File: config.mk
export PLATFORM = sky130hd
export DESIGN_NAME = debounce_pulse
export DESIGN_NICKNAME = d
export VERILOG_FILES = /design/src/rtl/debounce_pulse.sv
export SDC_FILE = /design/constraint.sdc
export NUM_CORES = 1
export LEC_CHECK = 0
export BUFFER_PORTS_ARGS = -buffer_cell sky130_fd_sc_hd__buf_2
export CORE_MARGIN = 4
export CORE_UTILIZATION = 40
export DETAILED_ROUTE_END_ITERATION = 7
export PLACE_DENSITY = 0.62
export SKIP_CTS_REPAIR_TIMING = 1
export SLEW_MARGIN = 5
export SYNTH_ARGS = -nofsm -noshare
export SYNTH_HDL_FRONTEND = slang
export SYNTH_SLANG_ARGS = --single-unit
export TNS_END_PERCENT = 100
File: constraint.sdc
create_clock -name clk -period 2.4 [get_ports clk]
set_clock_uncertainty 0.15 [all_clocks]
set_input_delay 0.24 -clock clk [delete_from_list [all_inputs] [get_ports clk]]
set_output_delay 0.24 -clock clk [all_outputs]
set_load 0.01 [all_outputs]
File: src/rtl/debounce_pulse.sv
// debounce_pulse
//
// Cleans up a raw push-button or switch input before it reaches an
// enable-gated D flip-flop. The input is first brought into the clk domain
// through a two-flop synchronizer. A stability counter then filters contact
// bounce. The block produces a debounced level plus single-cycle rise/fall
// pulses, so a downstream flip-flop captures exactly once per press.
//
// Optional feature: define DEBOUNCE_TOGGLE_EN to add the `toggle` output.
// It flips once for every debounced press.
//
// Parameters:
//   STABLE_CYCLES  consecutive clk edges the synchronized input must differ
//                  from `level` before `level` follows it (2 .. 2^CNT_W-1)
//   CNT_W          width of the stability counter
//
// Ports:
//   clk      in   system clock, all state changes on the rising edge
//   reset    in   synchronous active-high reset
//   btn_in   in   raw asynchronous button/switch input
//   level    out  debounced registered level
//   rise     out  one-cycle pulse when level goes 0->1
//   fall     out  one-cycle pulse when level goes 1->0
//   toggle   out  (DEBOUNCE_TOGGLE_EN only) inverts once per rise pulse

module debounce_pulse #(
    parameter int STABLE_CYCLES = 50000,
    parameter int CNT_W         = 16
) (
    input  logic clk,
    input  logic reset,
    input  logic btn_in,
    output logic level,
    output logic rise,
`ifdef DEBOUNCE_TOGGLE_EN
    output logic fall,
    output logic toggle
`else
    output logic fall
`endif
);

    localparam logic [1:0] IDLE_LOW  = 2'd0;
    localparam logic [1:0] WAIT_HIGH = 2'd1;
    localparam logic [1:0] IDLE_HIGH = 2'd2;
    localparam logic [1:0] WAIT_LOW  = 2'd3;

    // The last count value before the level is allowed to change. Because
    // counting starts at 1 on the first differing sample, reaching this value
    // while the input still differs means STABLE_CYCLES consecutive samples.
    localparam logic [CNT_W-1:0] CNT_LAST = CNT_W'(STABLE_CYCLES - 1);

    logic             sync1;
    logic             sync2;
    logic [1:0]       state;
    logic [CNT_W-1:0] cnt;

    // Synchronizer, debounce FSM and registered edge pulses.
    // The WAIT states fall back to their IDLE state on any sample that
    // agrees with the current level. A single-cycle glitch therefore throws
    // away the count collected so far. The rise/fall pulses default low
    // every cycle, so each one lasts only the cycle after the level change.
    always_ff @(posedge clk) begin
        if (reset) begin
            sync1 <= 1'b0;
            sync2 <= 1'b0;
            state <= IDLE_LOW;
            cnt   <= '0;
            level <= 1'b0;
            rise  <= 1'b0;
            fall  <= 1'b0;
        end else begin
            sync1 <= btn_in;
            sync2 <= sync1;
            rise  <= 1'b0;
            fall  <= 1'b0;
            case (state)
                IDLE_LOW: begin
                    if (sync2) begin
                        state <= WAIT_HIGH;
                        cnt   <= CNT_W'(1);
                    end
                end
                WAIT_HIGH: begin
                    if (!sync2) begin
                        state <= IDLE_LOW;
                        cnt   <= '0;
                    end else if (cnt == CNT_LAST) begin
                        state <= IDLE_HIGH;
                        level <= 1'b1;
                        rise  <= 1'b1;
                        cnt   <= '0;
                    end else begin
                        cnt <= cnt + CNT_W'(1);
                    end
                end
                IDLE_HIGH: begin
                    if (!sync2) begin
                        state <= WAIT_LOW;
                        cnt   <= CNT_W'(1);
                    end
                end
                WAIT_LOW: begin
                    if (sync2) begin
                        state <= IDLE_HIGH;
                        cnt   <= '0;
                    end else if (cnt == CNT_LAST) begin
                        state <= IDLE_LOW;
                        level <= 1'b0;
                        fall  <= 1'b1;
                        cnt   <= '0;
                    end else begin
                        cnt <= cnt + CNT_W'(1);
                    end
                end
                default: begin
                    state <= IDLE_LOW;
                    cnt   <= '0;
                    level <= 1'b0;
                end
            endcase
        end
    end

`ifdef DEBOUNCE_TOGGLE_EN
    // The toggle flips on the edge where the rise pulse is high. That puts
    // it one cycle behind the level change, and releases never affect it.
    always_ff @(posedge clk) begin
        if (reset) begin
            toggle <= 1'b0;
        end else if (rise) begin
            toggle <= ~toggle;
        end
    end
`endif

endmodule

==> run_results.csv <==
group,metric,value,unit
detailed_routing,wl_per_cell,14.15,um
timing,period_share,0.8992,
synth,synthTopCellsByCount,"dfxtp_1 (23), nor2_1 (12), nand2_1 (10)",
cts,clk_pin_slew_worst_paths,130,ps
grt,grtUsageTotal,0.1495,
synth,ys_seq_area_frac,0.3944,
synth,yosys.area.top_type,"dfxtp_1",
detailed_routing,drtIter0Drc,78,
synth,synthTopCellsByArea,"dfxtp_1 (39%), nor2_1 (3.9%), a21oi_1 (3.4%), a31oi_1 (3.2%), nand2_1 (3.2%)",
die,die_h,62.02,um
timing,rsz0062_at_grt,"no",
grt,overflow,0,
synth,yosys_warnings,0,
grt,grt_pass1_wl,4.284,mm
place,port_buffers,5,
detailed_routing,routed_via_density,5.977,
synth,synth.distinct_cells,45,
power_and_ir_drop,vdd_ir_drop_max,0.3732,mV
synth,async_reset_ff_frac,0,
die,ios,6,
synth,synth_area,1167,um^2
detailed_routing,via_count,1028,
grt,grt_max_degree,18,
layout,seq_area,460.4,um^2
die,num_rows,19,
layout,postLayoutCellArea,1227,um^2
cts,clk_latency,310,ps
place,dpl_cell_area,1201,um^2
run_status,failed_checks,"negative hold slack",
die,start_util,0.4197,
detailed_routing,drc,0,
layout,fillers,294,
timing,slew_viol_final,0,
cts,htreeDepth,1,
detailed_routing,routed_wl,2.434,mm
power_and_ir_drop,p_sw_frac,0.2453,
die,die_area,3846,um^2
grt,antenna_found_initial,0,
detailed_routing,ant_nets,0,
hold_path,min_from,"btn_in",
synth,yosysMostFrequentCell,"dfxtp_1",
detailed_routing,dr.pass1.iters,4,
power_and_ir_drop,leakage,0.4209,nW
layout,final_nets,146,
synth,ys_ff_latch,23,
timing,hold_violations,1,
die,coreArea,2781,um^2
layout,multi_input_area,631.9,um^2
power_and_ir_drop,powerDensity,511.4,nW/um^2
setup_path,worstPathArrival,2280,ps
power_and_ir_drop,seqPwrFrac,0.638,
setup_path,worst_setup_path_end_kind,"flip-flop",
setup_path,startpoint,"cnt[0]",
timing,holdWs,-5.604,ps
synth,avgSynthCellArea,8.647,um^2
setup_path,start_kind,"flip-flop",
synth,synth_top_area_share,0.3944,
cts,clock-sinks,23,
place,dp_hpwl,1.760,mm
power_and_ir_drop,pwr-share-clk,0.293,
hold_path,hold_path.class,"input port to flip-flop",
flow_run,cap_violations,0,
setup_path,criticalPathCategory,"flip-flop to flip-flop",
cts,cts_tree,"done",
die,fp.dieW,62.02,um
layout,layout-drive-gt1-share,0.1418,
timing,layout_min_cycle_time,2158,ps
setup_path,cp_max_fo,5,
cts,cts_buffers,3,
synth,synth_nets,139,
layout,area_delta_synth_final,5.145,%
grt,grt_pass1_vias,970,
timing,setup-violations-final,0,
place,place_congestion,0.8818,
synth,synth_cells,135,
power_and_ir_drop,p_int,0.4737,mW
power_and_ir_drop,p_comb_frac,0.070,
timing,fin_tns_setup,0,ps
layout,num_antenna_cells,0,
timing,max_freq,0.4634,GHz
layout,fin_util,0.4413,
power_and_ir_drop,power_switching,0.1540,mW
synth,synth_edf_count,0,
cts,cts_root_buf,"clkbuf_4",
cts,clk_path_buf_depth,2,
timing,maxSlewHeadroom,0.6502,
synth,synthFlopType,"dfxtp_1",
run_status,status,"finished with violations",
timing,worst_pin_slew,522.7,ps
setup_path,cp.required,2520,ps
setup_path,r2r_start,"cnt[0]",
stage by stage:
stage	hold slack, ps	cells	power, mW	setup slack, ps
floorplan	218.2	135	0.4475	220.4
global placement	271.3	168	0.4500	295.0
detailed placement	278.0	168	0.4521	276.4
CTS	-10.72	172	0.6338	244.3
global route	13.90	172	0.6550	119.4
finish	-5.604	172	0.6277	242.0
worst max-delay path: stages, from the launching register on:
cell and delay, ps:
dfxtp_1 370, ha_1 240, and3_2 230, and4_1 230
or3_1 320, or4_1 500, nand3_1 90
layer usage:
| layer | routed length [um] | vias to the layer above | part of all wire | global-route usage |
|---|---|---|---|---|
| li1 | - | 508 | - | - |
| met1 | 1192 | 481 | 0.49 | 0.1885 |
| met3 | 135 | 6 | 0.055 | 0.04545 |
| met5 | 0 | - | 0 | 0 |
| met2 | 1067 | 33 | 0.44 | 0.2456 |
| met4 | 38 | 0 | 0.016 | 0.04242 |
sequential cells by signal, summed over array words and instances (netlist names), named ones only:
name,cells
fall,1
sync2,1
sync1,1
rise,1
level,1
cnt,16
state,1
cell usage in the layout, fill, tap and decap left out, drive strengths merged, types with 2 or more instances in the layout:
master  synthesis  layout
o21bai          3       3
buf             1       9
a21oi           8       8
nor3            7       7
or3             2       2
mux2i           2       2
nand4           4       4
and4bb          2       2
dfxtp          23      23
and4            3       3
nor4b           3       3
a22oi           2       2
o21ai           7       7
clkbuf          5       4
nand3           6       6
nor2           12      12
and2            2       2
nor2b           2       2
xor2            2       2
inv             4       4
a31oi           6       6
nand2b          2       2
nand2          11      11
final timing paths:
path              endpoint  slack (ps)  depth (start not counted)
hold reg to reg      sync2         310                          1
setup reg to reg   cnt[14]         240                          6
hold / removal       sync1          -6                          2
setup / recovery   cnt[14]         240                          6
cell type report:
cell class	instances	area share
well taps	31	0.03160
clock buffers	4	0.02141
flip-flops and latches	23	0.3751
inverters	4	0.01223
repair buffers	9	0.04485
multi-input cells	101	0.5148
power by group through the flow:
stage / clock (mW) / combinational [mW] / sequential (mW)
5_1_grt: 0.204 / 0.0493 / 0.402
2_1_floorplan: 0 / 0.0423 / 0.405
6_report: 0.184 / 0.0438 / 0.400
4_1_cts: 0.190 / 0.0438 / 0.400
3_3_place_gp: 0 / 0.0422 / 0.408
3_5_place_dp: 0 / 0.0436 / 0.408
logic make-up after synthesis:
group | count (synthesis) | synth area share
adders and majority gates | 1 | 0.01072
muxes | 2 | 0.01715
buffers and inverters | 11 | 0.06430
and+or+nand+nor | 64 | 0.3184
DFF | 23 | 0.3944
AOI/OAI and AO/OA | 32 | 0.1736
xor gates and xnor gates | 2 | 0.02144
Note: power is estimated with default switching activity, not from simulation.
